### config.mk
export PLATFORM = sky130hd
export DESIGN_NAME = hazard_forward_unit_p
export DESIGN_NICKNAME = d
export VERILOG_FILES = /design/src/rtl/hazard_forward_unit_p.sv
export SDC_FILE = /design/constraint.sdc
export NUM_CORES = 1
export LEC_CHECK = 0
export ABC_AREA = 1
export CORE_AREA = 2 2 134 136
export CTS_CLUSTER_DIAMETER = 150
export DETAILED_ROUTE_END_ITERATION = 12
export DIE_AREA = 0 0 136 138
export PLACE_DENSITY = 0.72
export SYNTH_ARGS = -nofsm -noshare
export SYNTH_HDL_FRONTEND = slang
export SYNTH_SLANG_ARGS = --single-unit
### constraint.sdc
create_clock -name clk -period 1.54 [get_ports clk]
set_input_delay 0.154 -clock clk [delete_from_list [all_inputs] [get_ports clk]]
set_output_delay 0.154 -clock clk [all_outputs]
set_load 0.005 [all_outputs]
### src/rtl/hazard_forward_unit_p.sv
// ID-side hazard unit: per-port EXE/MEM operand forwarding, load-use stall held
// across a variable-latency data memory, branch bubble insertion, stall statistics.
module hazard_forward_unit_p #(
  parameter int unsigned DATA_W     = 32,
  parameter int unsigned ADDR_W     = 5,
  parameter int unsigned NUM_RD     = 3,
  parameter int unsigned BR_BUBBLES = 1,
  parameter int unsigned CNT_W      = 16
) (
  input  logic                     clk,
  input  logic                     rst,
  input  logic                     id_valid,
  input  logic [NUM_RD-1:0]        id_rd_en,
  input  logic [NUM_RD*ADDR_W-1:0] id_rd_addr,
  input  logic [NUM_RD*DATA_W-1:0] id_rd_data,
  input  logic                     id_is_branch,
  input  logic                     exe_wr_en,
  input  logic [ADDR_W-1:0]        exe_wr_addr,
  input  logic                     exe_is_load,
  input  logic [DATA_W-1:0]        exe_data,
  input  logic                     mem_wr_en,
  input  logic [ADDR_W-1:0]        mem_wr_addr,
  input  logic                     mem_is_load,
  input  logic                     mem_load_done,
  input  logic [DATA_W-1:0]        mem_alu_data,
  input  logic [DATA_W-1:0]        mem_load_data,
  input  logic                     stat_clr,
  output logic [NUM_RD*DATA_W-1:0] fwd_data,
  output logic                     stall_pc,
  output logic                     stall_if_id,
  output logic                     flush_id_exe,
  output logic [CNT_W-1:0]         stall_cnt
);

  localparam int unsigned BR_W = 4;

  typedef enum logic [1:0] {RUN, LD_WAIT, BR_HOLD} state_t;

  state_t            state;
  logic [BR_W-1:0]   br_cnt;
  logic [NUM_RD-1:0] exe_dep;
  logic              load_use;
  logic              stall;
  logic              flush;

  // Per-port forwarding mux: EXE (non-load) beats MEM beats register file.
  for (genvar g = 0; g < NUM_RD; g++) begin : g_fwd
    logic [ADDR_W-1:0] addr;
    logic [DATA_W-1:0] rf_data;
    logic [DATA_W-1:0] sel;

    assign addr       = id_rd_addr[g*ADDR_W +: ADDR_W];
    assign rf_data    = id_rd_data[g*DATA_W +: DATA_W];
    assign exe_dep[g] = id_rd_en[g] & (addr == exe_wr_addr);

    always_comb begin
      sel = rf_data;
      if (id_rd_en[g]) begin
        if (exe_wr_en && !exe_is_load && (addr == exe_wr_addr)) begin
          sel = exe_data;
        end else if (mem_wr_en && (addr == mem_wr_addr)) begin
          sel = mem_is_load ? mem_load_data : mem_alu_data;
        end
      end
    end

    assign fwd_data[g*DATA_W +: DATA_W] = sel;
  end

  assign load_use = id_valid & exe_is_load & exe_wr_en & (|exe_dep);

  // Stall controls respond in the detection cycle and are held low during reset.
  always_comb begin
    stall = 1'b0;
    flush = 1'b0;
    if (rst) begin
      case (state)
        RUN: begin
          if (load_use) begin
            stall = 1'b1;
            flush = 1'b1;
          end else if (id_valid && id_is_branch) begin
            stall = 1'b1;
          end
        end
        LD_WAIT: begin
          stall = ~mem_load_done;
          flush = ~mem_load_done;
        end
        BR_HOLD: stall = 1'b1;
        default: begin
          stall = 1'b0;
          flush = 1'b0;
        end
      endcase
    end
  end

  assign stall_pc     = stall;
  assign stall_if_id  = stall;
  assign flush_id_exe = flush;

  // Sequencer and saturating stall-cycle counter.
  always_ff @(posedge clk or negedge rst) begin
    if (!rst) begin
      state     <= RUN;
      br_cnt    <= '0;
      stall_cnt <= '0;
    end else begin
      if (stat_clr) begin
        stall_cnt <= '0;
      end else if (stall && (stall_cnt != {CNT_W{1'b1}})) begin
        stall_cnt <= stall_cnt + CNT_W'(1);
      end

      case (state)
        RUN: begin
          if (load_use) begin
            state <= LD_WAIT;
          end else if (id_valid && id_is_branch && (BR_BUBBLES > 1)) begin
            state  <= BR_HOLD;
            br_cnt <= BR_W'(BR_BUBBLES - 1);
          end
        end
        LD_WAIT: begin
          if (mem_load_done) begin
            state <= RUN;
          end
        end
        BR_HOLD: begin
          br_cnt <= br_cnt - BR_W'(1);
          if (br_cnt == BR_W'(1)) begin
            state <= RUN;
          end
        end
        default: state <= RUN;
      endcase
    end
  end

endmodule
==> impl_metrics.yaml, run 1 <==
synth:
  ys_seq_elements: 17
  synth_enable_flop_cells: 0
  ys_dominant_reg_cell: "dfrtp_1"
  synth_area_sq_um: 5140
  yosysSeqAreaShare_pct: 8.28
  syn_nets: 1158
  synth.avg_cell_area_sq_um: 5.54
  ys_types: 40
  syn_inst: 927
  yosysWarnings: 0
  async_reset_ff_share_pct: 100
sta:
  hold_violations: 0
  setup_viol: 113
  rsz0062_at_grt: "true"
  worst_slew_pin_slew_ps: 601
  min_period_ps: 1990
  max_slew_margin_pct: 58.8
  fin_ws_ps: -454
  finClkSkew_ps: 2.52
  fin_hold_ws_ps: 345
  setup_tns_ps: -36870
  fmax_mhz: 502
  drv_slew: 0
  min_period_over_period_pct: 129
power:
  powerDensity_nw_per_um2: 360
  power.leakage_nw: 5.52
  ir_drop_v: 0.000481
clocking:
  cts_hold_buf: 0
  clock-root-buffer: "clkbuf_16"
  numCtsBuffers: 3
  clockBufferDepth: 2
  h-tree-depth: 1
  insertion_delay_ps: 250
  clk_pin_slew_ps: 50
  clock-sinks: 17
  cts_tree: "built"
die:
  initial_core_util_pct: 29.3
  die_h_microns: 138
  pin_count: 345
  dieWidth_microns: 136
  core_sq_um: 17500
  fp.dieArea_sq_um: 18800
  num_rows: 49
critical_path:
  arrival_ps: 1840
  cp.required_ps: 1390
  r2r-start: "stall_cnt[0]"
  cp-startpoint: "id_rd_addr[13]"
  cp-end-kind: "primary output"
  worst-setup-path-type: "in -> out"
  cp-start-kind: "input port"
  crit_fanout: 6
outcome:
  violations: "setup timing"
  status: "complete, but fails checks"
routing:
  drtIter0Drc: 672
  first_pass_iters: 7
  avgRoutedWirePerCell_microns: 20.8
  ant_nets: 0
  dr_total_vias: 8855
  routed_wl_microns: 34000
  via_per_inst: 5.41
  drcViolationCount: 0
final_layout:
  final_nets: 1639
  final_cell_area_sq_um: 11400
  layout_commonest_cell: "nand2_1"
  final_cells: 1638
  final_cell_mix: "293 x nand2_1, 213 x clkdlybuf4s50_1, 109 x buf_2"
  areaGrowthSynthToFinish_pct: 122
  drive_gt1_share_pct: 35.1
  nFillCells: 1547
global_route:
  grt_overflow: 0
  grt_pass1_vias: 8628
  grt_max_degree: 37
  grt_first_pass_wirelength_microns: 49800
  antenna_found_initial: 2
  track_usage_pct: 34.1
placement:
  place_congestion: 0.901
  io_buffers: 344
  dp_worst_setup_slack_ps: -1140
  dp.cells: 1535
  placed_area_sq_um: 9500
  dp_hpwl_microns: 20700
flow_run:
  drv_cap: 0
hold_path:
  min_path_type: "in -> async"
power breakdown:
part | total (mW) | internal (mW) | switching (mW)
logic | 3.04 | 1.64 | 1.40
registers | 0.519 | 0.477 | 0.0415
clock network | 0.541 | 0.352 | 0.189
total | 4.10 | 2.47 | 1.63
cell type report:
cell class / instances / area, sq um / share of cell area [%]
antenna: 2 / 5.00 / 0.0440
inverter: 39 / 159 / 1.40
multi-input combinational: 806 / 4840 / 42.6
sequential: 17 / 425 / 3.74
timing repair buffer: 541 / 5580 / 49.1
tap: 229 / 287 / 2.52
clock buffer: 4 / 78.8 / 0.693
kinds of logic after synthesis:
kind of cell,Yosys count,share of synthesized area [%]
muxes,32,6.23
AOI/OAI and AO/OA,118,16.6
and+or+nand+nor,638,57.6
adders and majority gates,1,0.244
buffers and inverters,105,8.35
DFF,17,8.28
xor gates and xnor gates,16,2.73
layer usage:
layer	share of wire, %	global-route usage (%)	routed length, microns	vias up
li1	-	-	-	4087
met1	40	44.1	13700	4144
met2	47	56.4	16100	511
met3	8.4	6.23	2850	113
met4	4.2	12.1	1410	0
met5	0	0	0	-
synth_stat cells, types with 12 or more instances:
master    instances  area [sq um]
or2_1            49           307
nand2_2          13          81.3
or2_2            12          75.1
nor2_1           31           116
mux2i_1          32           320
nand2_1         353          1330
clkbuf_1         50           188
dfrtp_1          17           425
or2_0            36           225
o211ai_1         96           721
buf_2            13          65.1
inv_1            31           116
nand3_1         114           571
through the flow:
step           util (%)  power (mW)
2_1_floorplan         -        1.43
3_3_place_gp       54.2        3.06
3_5_place_dp       54.2        3.09
4_1_cts            63.0        3.85
5_1_grt            64.9        4.32
6_report           64.9        4.10
flip-flops by register name (all words and copies together), names as in the netlist:
register   count
state          1
stall_cnt     16
worst paths after layout:
path	cells past startpoint	slack [ps]	to
setup / recovery	14	-450	fwd_data[65]
hold / removal	2	350	stall_cnt[1]
setup reg to reg	11	-400	stall_cnt[12]
hold reg to reg	2	590	stall_cnt[11]
max in group asynchronous	2	1000	stall_cnt[10]
min in group clk	6	450	state[0]
critical path, stage by stage:
cell and delay [ps]:
buf_8 110, xor2_4 180, a211oi_4 200, nand3_4 110, buf_12 150, buf_12 120
buf_8 130, buf_16 140, buf_12 120, nand2_2 50, o211ai_1 90, nand3_1 90
nand2_1 60, buf_2 130
what timing repair did:
item,4_1_cts,5_1_grt
cloned,30,2
setup buffers,58,11
gates resized for setup,718,70
endpoints found under the setup margin,116,115
pin swaps,167,74
(Power assumes the default switching activity.)
==> run 2: changes to the inputs <==
Settings changed: CORE_AREA 2 2 134 136 to 2 2 135 137, DIE_AREA 0 0 136 138 to 0 0 137 139, PLACE_DENSITY 0.72 to 0.68.
Clock period 1.54 ns to 2.3 ns, I/O delays scaled along.
==> run 2 against run 1 <==
Against the previous run:
- clock power decreased by 35%
- die area grew 1.5%
- the run now ends clean
- worst hold slack improved by 42 ps
- first-iteration DRC count shrank 1.3%
- largest power group unchanged
- critical path type unchanged
==> impl_metrics.yaml, run 2 (synthesis gave the netlist of run 1 again) <==
global_route:
  grtUsageMet2_pct: 50.2
  grt_use_met1_pct: 38.8
  use_met3_pct: 8.48
  track_usage_pct: 31.3
  grt_busiest_layer: "met2"
  grt_max_degree: 33
  antenna_found_initial: 2
  grt_first_pass_wirelength_microns: 46100
  grt_pass1_vias: 7736
  grt_overflow: 0
power:
  powerDensity_nw_per_um2: 241
  power.leakage_nw: 4.74
  ir_drop_v: 0.000333
critical_path:
  r2r-start: "stall_cnt[0]"
  r2r-end: "stall_cnt[5]"
  crit_fanout: 6
  crit_chain: "dlygate4sd2_1, inv_2, a211oi_4, nand3_4, buf_12, buf_4, buf_16, o211ai_1, nand3_1, nand2_2, clkdlybuf4s15_2"
  cp.required_ps: 2070
  reg2regPathDepth: 10
  reg2reg_slack_ps: 390
  cp-startpoint: "mem_wr_en"
  worst-setup-path-type: "in -> out"
  critPathSlowestCell: "a211oi_4"
  cp-start-kind: "input port"
  arrival_ps: 1960
  slowest_delay_ps: 260
  cp-end-kind: "primary output"
clocking:
  h-tree-depth: 1
  clock-sinks: 17
  insertion_delay_ps: 250
  numCtsBuffers: 3
  clk_pin_slew_ps: 50
  cts_tree: "built"
  cts_hold_buf: 0
  clock-root-buffer: "clkbuf_16"
  clockBufferDepth: 2
routing:
  dr_total_vias: 8151
  avgRoutedWirePerCell_microns: 20.4
  drtIter0Drc: 663
  ant_nets: 0
  drcViolationCount: 0
  first_pass_iters: 7
  routed_wl_microns: 31300
  via_per_inst: 5.30
die:
  core_sq_um: 17700
  pin_count: 345
  num_rows: 49
  die_h_microns: 139
  dieWidth_microns: 137
  fp.dieArea_sq_um: 19000
  initial_core_util_pct: 29.1
final_layout:
  areaGrowthSynthToFinish_pct: 92.7
  layout_commonest_cell: "nand2_1"
  top_register: "stall_cnt"
  final_cell_mix: "350 x nand2_1, 217 x clkdlybuf4s50_1, 114 x nand3_1"
  nFillCells: 1729
  fin_util_pct: 56.1
  reg.largest.list: "stall_cnt (16), state (1)"
  final_nets: 1539
  largest_reg_flops: 16
  drive_gt1_share_pct: 18.3
sta:
  setup_viol: 0
  rsz0062_at_grt: "false"
  hold_violations: 0
  max_slew_margin_pct: 61.8
  min_period_over_period_pct: 95.3
  setup_tns_ps: 0
  worst_slew_pin_slew_ps: 557
  fin_ws_ps: 108
  finClkSkew_ps: 2.15
  drv_slew: 0
  min_period_ps: 2190
  fmax_mhz: 456
placement:
  place_congestion: 0.951
  dp_hpwl_microns: 21100
  dp_worst_setup_slack_ps: -458
  io_buffers: 344
flow_run:
  drv_cap: 0
outcome:
  status: "finished, final reports clean"
hold_path:
  min_path_type: "in -> async"
-- run 2: changes by cell type in the layout (fill, tap and decap cells not counted), sizes merged, moves of 4 or more --
| cell | change |
|---|---|
| buf | -193 |
| dlygate4sd2 | +46 |
| clkdlybuf4s15 | +27 |
| clkbuf | +17 |
| clkdlybuf4s50 | +4 |
-- run 2: how the worst max path moves through the flow --
stage,endpoint,slack [ps],depth (start not counted)
finish,fwd_data[75],110,11
global route,fwd_data[16],20,13
CTS,fwd_data[32],1,13
detailed placement,fwd_data[12],-460,9
global placement,fwd_data[12],-460,9
floorplan,stall_cnt[9],570,11
-- run 2: power breakdown --
group          switching, mW  total [mW]  internal (mW)
clock                  0.118       0.353          0.236
sequential            0.0238       0.343          0.320
combinational          0.799        1.69          0.895
total                  0.940        2.39           1.45
-- run 2: repair_timing --
| item | in CTS | in global routing |
|---|---|---|
| resized for setup | 292 | 69 |
| buffers inserted | 28 | 2 |
| endpoints found under the setup margin | 99 | 96 |
| pin swaps | 50 | 41 |
| gates cloned | 18 | 0 |
-- run 2: metal layers --
layer	wire (microns)	vias up	part of all wire, %
met1	12500	3711	40
met2	14100	465	45
met3	3180	108	10
met4	1530	0	4.9
met5	0	-	0
li1	-	3867	-
-- run 2: stage by stage --
stage	instances	power (mW)	area [sq um]	hold slack, ps
after floorplan	927	0.954	5140	-65.6
after global placement	1489	2.02	9160	495
after detailed placement	1489	2.02	9160	504
after CTS	1538	2.38	10000	389
after global routing	1537	2.53	9900	415
final	1537	2.39	9900	388
-- run 2: cell type report --
cell class,count,area [sq um],share of cell area [%]
antenna,1,2.50,0.0253
clock buffer,4,78.8,0.796
inverter,39,146,1.48
multi-input combinational,805,4490,45.3
sequential,17,425,4.30
tap,229,287,2.89
timing repair buffer,442,4470,45.2
-- run 2: critical path: cells and delay by family --
| kind | cells | cell delay (ps) |
|---|---|---|
| AOI/OAI and AO/OA | 2 | 420 |
| buffers and inverters | 6 | 960 |
| and+or+nand+nor | 3 | 340 |
